**src/rtl/trng_fetch.sv**
```systemverilog
// trng_fetch: requesting client for a 256-bit TRNG word store.
// On req it kicks a TRNG generation run, waits for completion, reads the
// eight 32-bit words back (word 0 least significant), and applies rejection
// sampling so every delivered value is uniform in [0, P-1].
//
// Ports:
//   clk, rst      single clock, synchronous active-high reset
//   req           request one value (sampled only in IDLE)
//   busy          high whenever the FSM is not IDLE
//   valid         one-cycle pulse, value carries a freshly accepted result
//   value         last accepted value, held until the next accept
//   err           one-cycle pulse, request aborted (retry limit or timeout)
//   retries       rejected bursts for the current/last request, saturating
//   trng_en       start pulse to the TRNG
//   trng_rd_en    TRNG word read strobe
//   trng_addr     TRNG word index
//   trng_out      TRNG read data, valid the cycle after trng_rd_en
//   trng_rdy      TRNG idle with the word store valid
module trng_fetch #(
  parameter logic [255:0] P         = 256'hffffffff00000001000000000000000000000000ffffffffffffffffffffffff,
  parameter int           MAX_RETRY = 8,
  parameter int           TIMEOUT   = 1024
) (
  input  logic         clk,
  input  logic         rst,
  input  logic         req,
  output logic         busy,
  output logic         valid,
  output logic [255:0] value,
  output logic         err,
  output logic [3:0]   retries,
  output logic         trng_en,
  output logic         trng_rd_en,
  output logic [2:0]   trng_addr,
  input  logic [31:0]  trng_out,
  input  logic         trng_rdy
);

  localparam int              TW          = $clog2(TIMEOUT + 1);
  localparam logic [TW-1:0]   TMO_LIM     = TW'(TIMEOUT);
  localparam logic [31:0]     MAX_RETRY_U = 32'(MAX_RETRY);

  typedef enum logic [2:0] {IDLE, KICK, WAIT, READ, CHECK} state_t;

  state_t         state_q, state_d;
  logic [3:0]     rd_cnt_q, rd_cnt_d;
  logic           cap_vld_q, cap_vld_d;
  logic [2:0]     cap_addr_q, cap_addr_d;
  logic [255:0]   asm_q, asm_d;
  logic [TW-1:0]  tmo_q, tmo_d;
  logic [255:0]   value_q, value_d;
  logic           valid_q, valid_d;
  logic           err_q, err_d;
  logic [3:0]     retries_q, retries_d;

  function automatic logic [3:0] sat_inc(input logic [3:0] v);
    return (v == 4'hF) ? 4'hF : v + 4'd1;
  endfunction

  // TRNG-side strobes are decoded from state so they can never outlive a
  // reset or violate the same-cycle rdy qualification on trng_en.
  assign busy       = (state_q != IDLE);
  assign trng_en    = (state_q == KICK) && trng_rdy;
  assign trng_rd_en = (state_q == READ) && !rd_cnt_q[3];
  assign trng_addr  = trng_rd_en ? rd_cnt_q[2:0] : 3'd0;
  assign valid      = valid_q;
  assign err        = err_q;
  assign value      = value_q;
  assign retries    = retries_q;

  always_comb begin
    state_d    = state_q;
    rd_cnt_d   = rd_cnt_q;
    cap_vld_d  = trng_rd_en;
    cap_addr_d = trng_addr;
    asm_d      = asm_q;
    tmo_d      = tmo_q;
    value_d    = value_q;
    valid_d    = 1'b0;
    err_d      = 1'b0;
    retries_d  = retries_q;
    case (state_q)
      IDLE: begin
        if (req) begin
          retries_d = 4'd0;
          state_d   = KICK;
        end
      end
      KICK: begin
        if (trng_rdy) begin
          tmo_d   = '0;
          state_d = WAIT;
        end
      end
      WAIT: begin
        tmo_d = tmo_q + 1'b1;
        // tmo_q == 0 marks the first WAIT cycle, where rdy is still stale.
        if ((tmo_q != '0) && trng_rdy) begin
          rd_cnt_d = 4'd0;
          asm_d    = '0;
          state_d  = READ;
        end else if (tmo_d == TMO_LIM) begin
          err_d   = 1'b1;
          state_d = IDLE;
        end
      end
      READ: begin
        if (!trng_rdy) begin
          // TRNG restarted under us: the words in flight are unreliable.
          asm_d     = '0;
          retries_d = sat_inc(retries_q);
          state_d   = KICK;
        end else begin
          if (!rd_cnt_q[3]) rd_cnt_d = rd_cnt_q + 4'd1;
          if (cap_vld_q) begin
            asm_d[{cap_addr_q, 5'd0} +: 32] = trng_out;
            if (cap_addr_q == 3'd7) state_d = CHECK;
          end
        end
      end
      CHECK: begin
        if (asm_q < P) begin
          value_d = asm_q;
          valid_d = 1'b1;
          state_d = IDLE;
        end else begin
          retries_d = sat_inc(retries_q);
          if ({28'd0, retries_d} > MAX_RETRY_U) begin
            err_d   = 1'b1;
            state_d = IDLE;
          end else begin
            state_d = KICK;
          end
        end
      end
      default: state_d = IDLE;
    endcase
  end

  always_ff @(posedge clk) begin
    if (rst) begin
      state_q    <= IDLE;
      rd_cnt_q   <= 4'd0;
      cap_vld_q  <= 1'b0;
      cap_addr_q <= 3'd0;
      asm_q      <= '0;
      tmo_q      <= '0;
      value_q    <= '0;
      valid_q    <= 1'b0;
      err_q      <= 1'b0;
      retries_q  <= 4'd0;
    end else begin
      state_q    <= state_d;
      rd_cnt_q   <= rd_cnt_d;
      cap_vld_q  <= cap_vld_d;
      cap_addr_q <= cap_addr_d;
      asm_q      <= asm_d;
      tmo_q      <= tmo_d;
      value_q    <= value_d;
      valid_q    <= valid_d;
      err_q      <= err_d;
      retries_q  <= retries_d;
    end
  end

endmodule

```
**config.mk**
```make
export PLATFORM = sky130hd
export DESIGN_NAME = trng_fetch
export DESIGN_NICKNAME = d
export VERILOG_FILES = /design/src/rtl/trng_fetch.sv
export SDC_FILE = /design/constraint.sdc
export NUM_CORES = 1
export LEC_CHECK = 0
export BUFFER_PORTS_ARGS = -buffer_cell sky130_fd_sc_hd__buf_2
export CORE_MARGIN = 1
export CORE_UTILIZATION = 35
export CTS_CLUSTER_SIZE = 24
export DETAILED_ROUTE_END_ITERATION = 7
export SETUP_SLACK_MARGIN = 0.02
export SLEW_MARGIN = 20
export SYNTH_ARGS = -nofsm -noshare
export SYNTH_HDL_FRONTEND = slang
export SYNTH_SLANG_ARGS = --single-unit
```
**constraint.sdc**
```tcl
create_clock -name clk -period 6.8 [get_ports clk]
set_input_delay 1.36 -clock clk [delete_from_list [all_inputs] [get_ports clk]]
set_output_delay 1.36 -clock clk [all_outputs]
set_load 0.02 [all_outputs]
```
Word level (Yosys, flattened, before mapping)
Cells that the tools add are included.
{"block": "classes", "add_sub_neg": 4, "n_bitwise": 1, "n_shift": 2, "n_eq_ne": 17, "reduce_logical": 18, "magnitude_cmp": 2, "muxes": 33}
{"operator": "$mux W256", "count": 3}
{"operator": "$pmux W256 S2", "count": 1}
{"operator": "$bwmux W256", "count": 1}
{"operator": "$lt A256 B256 Y1 const B", "count": 1}
{"operator": "$shift A32 B10 Y256 const A", "count": 1}
{"operator": "$shiftx A32 B10 Y256", "count": 1}
{"operator": "$mux W4", "count": 7}
{"operator": "$mux W3", "count": 8}
{"operator": "$pmux W11 S2", "count": 1}
{"operator": "$pmux W3 S5", "count": 1}
{"operator": "$ne A2 B2 Y1 const B", "count": 7}
{"operator": "$pmux W4 S3", "count": 1}
{"operator": "$add A11 B1 Y11 const B", "count": 1}
{"operator": "$eq A11 B11 Y1 const B", "count": 1}
{"operator": "$mux W11", "count": 1}
{"operator": "$reduce_bool A11 Y1", "count": 1}
{"operator": "$neg A8 Y10", "count": 1}
{"operator": "$add A4 B1 Y4 const B", "count": 2}
{"operator": "$pmux W4 S2", "count": 1}
{"operator": "$reduce_and A4 Y1", "count": 2}
{"operator": "$mux W1", "count": 7}
{"operator": "$eq A3 B2 Y1 const B", "count": 2}
{"operator": "$eq A3 B3 Y1 const B", "count": 2}
{"operator": "$ne A3 B3 Y1 const B", "count": 2}
{"operator": "other kinds (15)", "count": 21}
{"block": "totals", "out_inout_bits": 268, "reg_bits": 540, "input_bits": 36, "word_cells": 88}

Longest topological paths before layout
Gate-level depths: netlist of the first run.
{"block": "depth", "ltp_word": 6, "depth_mapped": 10, "depth_no_buf": 9}

Worst setup path after synthesis of the first run
Ideal clock, no wire load.
{"block": "synth_path", "path_type": "input port to output port", "startpoint": "input trng_rdy", "endpoint": "output trng_en", "stages": 2, "t_arrival_ps": 2264, "path_slack_ps": 3176, "n_path_buf": 0, "required_ps": 5440, "path_cell_list": "inv_1 > nor4b_1"}
{"block": "synth_between", "elab_chain_cells": 1}
{"item": "from (decl)", "line_no": "36", "rtl": "input logic trng_rdy"}
{"item": "$logic_and A1 B1 Y1", "line_no": "63", "rtl": "assign trng_en = (state_q == KICK) && trng_rdy;"}
{"item": "to (decl)", "line_no": "32", "rtl": "output logic trng_en,"}
Every way passes these cells.

Final worst setup path of the first run
{"block": "layout_path", "startpoint": "register asm_q[108]", "endpoint": "register value_q[19], in the netlist value[19]"}
{"block": "layout_between", "elab_chain_cells": 2}
{"item": "from (decl)", "line_no": "49", "rtl": "logic [255:0] asm_q, asm_d;"}
{"item": "from (signal assigned)", "line_no": "157", "rtl": "asm_q <= asm_d;"}
{"item": "$lt A256 B256 Y1", "line_no": "122", "rtl": "if (asm_q < P) begin"}
{"item": "$reduce_and A2 Y1 (no line)"}
{"item": "to (signal assigned)", "line_no": "159", "rtl": "value_q <= value_d;"}
{"item": "to (decl)", "line_no": "51", "rtl": "logic [255:0] value_q, value_d;"}
Every way passes these cells.
A chain may end at the register's enable or synchronous reset.

==> results of run 1 <==
==> where the power goes <==
group / switching [mW] / leakage [nW] / internal (mW)
Sequential: 0.0152 / 4.35 / 3.17
Clock: 1.29 / 0.926 / 1.86
Combinational: 0.219 / 3.88 / 0.0640
==> per-stage QoR <==
step | power [mW] | utilization, %
after floorplan | 3.41 | -
after global placement | 3.53 | 39.2
after detailed placement | 3.53 | 39.2
after CTS | 6.66 | 42.5
after global routing | 6.82 | 42.5
final | 6.62 | 42.5
==> synth_stat cells (all sizes together), types with 5 or more instances <==
cell and count:
nor3b 5, mux2i 258, a22oi 129, clkbuf 108
nor4 71, a22o 64, nand2b 35, o21ai 89
and3 5, nand4 68, nor2 419, dfxtp 540
inv 9, ha 7, nand2 92, nand3 14
nor2b 33, a21oi 21, nor3 14, buf 28
and2 7
==> routing by layer <==
metal | wire, µm | share of wire [%] | GRT usage [%] | up-vias
met5 | 34 | 0.048 | 0 | -
met4 | 2810 | 4.0 | 9.40 | 6
met3 | 6530 | 9.2 | 6.39 | 134
met2 | 31100 | 44 | 35.4 | 723
met1 | 30300 | 43 | 31.3 | 8122
li1 | - | - | - | 7874
==> logic make-up after synthesis <==
group,count (synthesis),synth area share (%)
simple gates,781,17.9
mux,258,12.8
flops,540,53.7
xor+xnor,2,0.0871
fa+ha+maj,7,0.435
compound gates,333,11.6
buf+inv,145,3.44
==> worst register-to-register path, stage by stage, from the launching register on <==
cell       delay [ns]
dfxtp_1          0.39
nor4_1           0.65
nand4_1          0.22
nor4_1           0.55
o2111ai_1        0.29
a21oi_4          0.42
buf_4            0.75
mux2i_1          0.32
nor2_1           0.06
==> cell type report <==
cell class	count	area (µm²)
Clock inverter	19	243
Inverter	9	33.8
Clock buffer	80	1640
Sequential cell	540	10800
Fill cell	5484	32500
Antenna cell	2	5.00
Timing Repair Buffer	322	1700
Tap cell	756	946
Multi-Input combinational cell	1381	8680
==> cell usage in the layout, fill, tap and decap left out, types with 16 or more instances in the layout <==
master     instances
dfxtp_1          540
nor2_1           413
buf_2            302
mux2i_1          258
a22oi_1          129
nand2_1           91
o21ai_0           87
nor4_1            71
nand4_1           68
a22o_1            64
clkbuf_16         56
nand2b_1          35
nor2b_1           33
a21oi_1           16
buf_4             16
==> worst max-delay path by stage <==
| stage | startpoint | end | slack, ns | depth (start not counted) |
|---|---|---|---|---|
| final | asm_q[108] | value[19] | 2.99 | 8 |
| after detailed placement | asm_q[108] | value[19] | 2.98 | 8 |
| after global routing | asm_q[114] | value[43] | 2.73 | 8 |
| after floorplan | trng_rdy | trng_en | 3.18 | 2 |
| after CTS | asm_q[108] | value[19] | 2.96 | 8 |
| after global placement | trng_rdy | asm_q[174] | 3.05 | 8 |
==> flip-flops by register name, indices dropped and copies added, names as in the netlist <==
register	flops
asm_q	256
value	256
tmo_q	11
rd_cnt_q	4
retries	4
cap_addr_q	3
state_q	3
cap_vld_q	1
err	1
valid	1
==> summary.md, run 1 <==
| Metric | Value |
|---|---|
| Max Freq | `263 MHz` |
| Worst-Skew Late Latency | `0.61 ns` |
| Fin crit period | `~3.8 ns` |
| Final worst-path setup slack | `2.99 ns` |
| Die H | `approximately 240 µm` |
| Layout Cells excl Fill | `between 3000 and 4000` |
| Slowest cell delay on critical path | `0.75 ns` |
| DP Area | `approximately 22000 µm²` |
| CP top delay family | `simple AND/OR/NAND/NOR gates` |
| Dpl cells | `3008` |
| DIE AREA | `a little under 60000 µm²` |
| Hold-fix buffers, CTS | `0` |
| Post-Syn Area | `a little over 20000 µm²` |
| TNS Setup | `0 ns` |
| Die W | `242 µm` |
| Slew Viols, Final | `0` |
| Flop-to-flop setup slack | `2.99 ns` |
| Max Cap Viol | `0` |
| Post-synth EDFFs | `0` |
| Area contributors post-synth | `dfxtp_1 54%, mux2i_1 13%, nor2_1 7.8%, a22oi_1 4.8%, a22o_1 2.8%` |
| Layout area overhead | `19.6%` |
| Gr ovfl total | `0` |
| Buf+Inv Stages, Crit Path | `1` |
| Post-CTS resize count | `0` |
| Initial antenna violation count | `10` |
| CTS sink cnt | `540` |
| Top cell type's share of synthesized area | `53.7%` |
| Core Rows | `87` |
| Mapped Nets | `2109` |
| CTS tree | `done` |
| Synth warnings | `0` |
| Worst-Margin Slew | `1.07 ns` |
| Pleak | `slightly above 9 nW` |
| Sequential element share of the synthesized area | `53.7%` |
| Largest net degree at the start of global routing | `around 150` |
| Avg Inst Size Synth | `9.74 µm²` |
| Worst-path fanout max | `51` |
| FF-to-FF Start | `asm_q[108]` |
| Final period utilization | `56.0%` |
| Final Hold Viols | `0` |
| Outcome | `finished, final reports clean` |
| Design Area, Final | `24100 µm²` |
| Longest Clk Path Bufs | `3` |
| Syn Inst Count | `2066` |
| Clk_skew | `0.0203 ns` |
| WHS Path Cells | `2` |
| Pre-CTS setup slack | `2.98 ns` |
| Count of state elements after synthesis | `between 500 and 600` |
| Worst-path clk slew | `0.06 ns` |
| Final nets | `2353` |
| Vias after detailed routing | `16900` |
| DRC viols | `0` |
| Final-report setup violation count | `0` |
| CP Class | `reg -> reg` |
| Core box area | `56600 µm²` |
| CTS root buf | `clkbuf_16` |
| Initial Util | `35.6%` |
| Gr usage total | `23.4%` |
| Vias in the first global route | `15800` |
| Number of distinct library cells after synthesis | `52` |
| Async SR Flop Fraction | `0%` |
| Worst hold path type | `reg -> reg` |
| DR iter-0 viols | `1672` |
| H-tree Lvls | `2` |
| Ports | `304` |
| Worst Reg2Reg Path Length in Cells | `8` |
| Rel. slew slack | `28.6%` |
| RSZ-0062 raised after global routing | `false` |
| Detail Route Antenna Nets | `0` |
| Crit. End Element | `flop` |
| PortBufs | `around 300` |
| Hold_ws | `about 0.49 ns` |
| First-pass GRT wire length | `104000 µm` |
| Arr. time, crit path | `4.27 ns` |
| Ratio of cells with drive above 1 in the final layout | `18.3%` |
| Cell area power density | `275 nW/µm²` |
| Worst hold start | `value[246]` |
| Critical Path Slowest Stage Cell | `buf_4` |
| Post-synth top flop | `dfxtp_1` |
| WL per Instance | `22.8 µm` |
| Setup Buffers After CTS | `0` |
| Final wirelength | `70800 µm` |
| Placer Congestion | `0.874` |
| Hold Path End | `value[246]` |
| Vias per cell | `approximately 5.4` |
| Crit-path cells | `nor4_1, nand4_1, nor4_1, o2111ai_1, a21oi_4, buf_4, mux2i_1, nor2_1` |
| Setup crit start kind | `flop` |
| HPWL Detailed | `48800 µm` |
| First-pass DRT Iterations | `7` |
| Yosys top cell by area | `dfxtp_1` |
| CTS Buf Count | `56` |
| Maximum VDD drop | `0.188 mV` |
| Most common cell on crit path | `nor4_1` |
| Worst EP required | `7.26 ns` |
| FF-to-FF End | `value[19]` |
Power figures use the tool's default switching activity.
==> inputs of run 2 (changes only) <==
clock period = 3.45 ns   (was 6.8 ns; I/O delays follow)
==> summary.md, run 2 (synthesis gave the netlist of run 1 again) <==
| Metric | Value |
|---|---|
| Outcome | `finished, final reports clean` |
| Ports | `just over 300` |
| CTS root buf | `clkbuf_16` |
| Arr. time, crit path | `3.70 ns` |
| Layout Cells excl Fill | `roughly 3100` |
| WL per Instance | `22.6 µm` |
| Worst Reg2Reg Path Length in Cells | `9` |
| PortBufs | `303` |
| Worst-Skew Late Latency | `roughly 0.63 ns` |
| Placer Congestion | `0.901` |
| Seq. cell area | `around 11000 µm²` |
| H-tree Lvls | `2` |
| Final nets | `2382` |
| Pleak | `9.33 nW` |
| Max layer used | `met5` |
| Fin crit period | `roughly 3.2 ns` |
| Pre-CTS setup slack | `0.0214 ns` |
| Max Cap Viol | `0` |
| Core Rows | `87` |
| Sw Ratio | `between 20% and 30%` |
| Pint | `9.99 mW` |
| Sequential power share | `between 40% and 50%` |
| Final-report setup violation count | `0` |
| Die H | `242 µm` |
| Vias in the first global route | `15900` |
| Cell area power density | `534 nW/µm²` |
| Core Util, Final | `43.2%` |
| Worst-path fanout max | `26` |
| Critical Path Slowest Stage Cell | `nor4_1` |
| Multi-input gate area | `8700 µm²` |
| Wire length on met2 | `31800 µm` |
| CTS sink cnt | `540` |
| Worst EP required | `~3.9 ns` |
| Vias after detailed routing | `17100` |
| Worst hold path type | `reg -> reg` |
| Vias per cell | `5.46` |
| CTS Buf Count | `55` |
| Initial antenna violation count | `5` |
| Commonest non-fill, non-tap cells in the layout | `540 x dfxtp_1, 413 x nor2_1, 302 x buf_2, 258 x mux2i_1, 129 x a22oi_1` |
| Sw Pwr | `3.06 mW` |
| Longest Clk Path Bufs | `3` |
| Final Hold Viols | `0` |
| Comb pwr share | `4.5%` |
| Commonest non-fill, non-tap cell in the layout | `dfxtp_1` |
| Worst-Margin Slew | `1.07 ns` |
| Detail Route Antenna Nets | `0` |
| Layout area overhead | `21.5%` |
| Die W | `242 µm` |
| Slew Viols, Final | `0` |
| Rel. slew slack | `29.0%` |
| RSZ-0062 raised after global routing | `false` |
| Filler Cells Inserted | `5506` |
| Max Freq | `309 MHz` |
| Total power | `13.0 mW` |
| DP Area | `~23000 µm²` |
| Gr ovfl total | `0` |
| Slowest cell delay on critical path | `0.66 ns` |
| Setup Buffers After CTS | `0` |
| CTS tree | `done` |
| Final worst-path setup slack | `approximately 0.21 ns` |
| Core box area | `between 50000 and 60000 µm²` |
| Worst-path clk slew | `0.06 ns` |
| Crit-path cells | `nor4_1, nand4_1, nor4_2, o2111ai_1, a21oi_4, buf_12, buf_12, mux2i_1, nor2_1` |
| Maximum VDD drop | `0.432 mV` |
| HPWL Detailed | `49800 µm` |
| Crit. End Element | `flop` |
| Initial Util | `35.6%` |
| WHS Path Cells | `2` |
| Dpl cells | `3038` |
| Most common cell on crit path | `buf_12` |
| Gr usage total | `23.3%` |
| Final period utilization | `93.8%` |
| Final wirelength | `71100 µm` |
| DRC viols | `0` |
| Clk_skew | `0.0283 ns` |
| Design Area, Final | `24500 µm²` |
| DIE AREA | `58500 µm²` |
| Ratio of cells with drive above 1 in the final layout | `19.2%` |
| Largest net degree at the start of global routing | `103` |
| TNS Setup | `0 ns` |
| Hold_ws | `just under 0.5 ns` |
| CP Class | `reg -> reg` |
| DR iter-0 viols | `1793` |
| Antenna fix cells | `0` |
| First-pass GRT wire length | `104000 µm` |
| Clock power frac | `47.4%` |
| Met1 wire length | `31500 µm` |
| Met3 wire len | `5250 µm` |
| Setup crit start kind | `flop` |
| First-pass DRT Iterations | `6` |
[run 2: final timing paths]
check / start / end / slack (ns)
hold reg to reg: value[112] / value[112] / 0.49
hold / removal: value[112] / value[112] / 0.49
setup / recovery: asm_q[114] / value[205] / 0.21
setup reg to reg: asm_q[114] / value[205] / 0.21
[run 2: per-layer routing]
metal  track usage [%]  up-vias
met5                 0        -
met4              8.19        4
met3              4.53      122
li1                  -     7945
met1              32.0     8329
met2              36.4      749
[run 2: power groups by stage]
stage	clock network [mW]	registers [mW]	logic, mW
6_report	6.18	6.28	0.591
5_1_grt	6.54	6.28	0.624
4_1_cts	6.28	6.27	0.580
3_5_place_dp	0	6.41	0.579
3_3_place_gp	0	6.41	0.573
2_1_floorplan	0	6.40	0.334
[run 2: what timing repair did]
| item | in CTS | in global routing |
|---|---|---|
| setup endpoints to repair | 5 | 0 |
| gates resized for setup | 1 | 0 |
| hold buffers | 0 | 0 |
[run 2: cell type report]
| cell class | instances | share of cell area, % |
|---|---|---|
| clock buffers | 81 | 6.52 |
| multi-input cells | 1381 | 35.6 |
| clock inverters | 21 | 1.14 |
| repair buffers | 352 | 8.56 |
| flip-flops and latches | 540 | 44.2 |
| well taps | 756 | 3.87 |
| inverters | 9 | 0.138 |
[run 2: critical path: cells and delay by family, from the launching register on]
kind,cells,cell delay [ns]
simple gates,4,1.43
mux,1,0.21
buf+inv,2,0.53
compound gates,2,0.55
flops,1,0.33
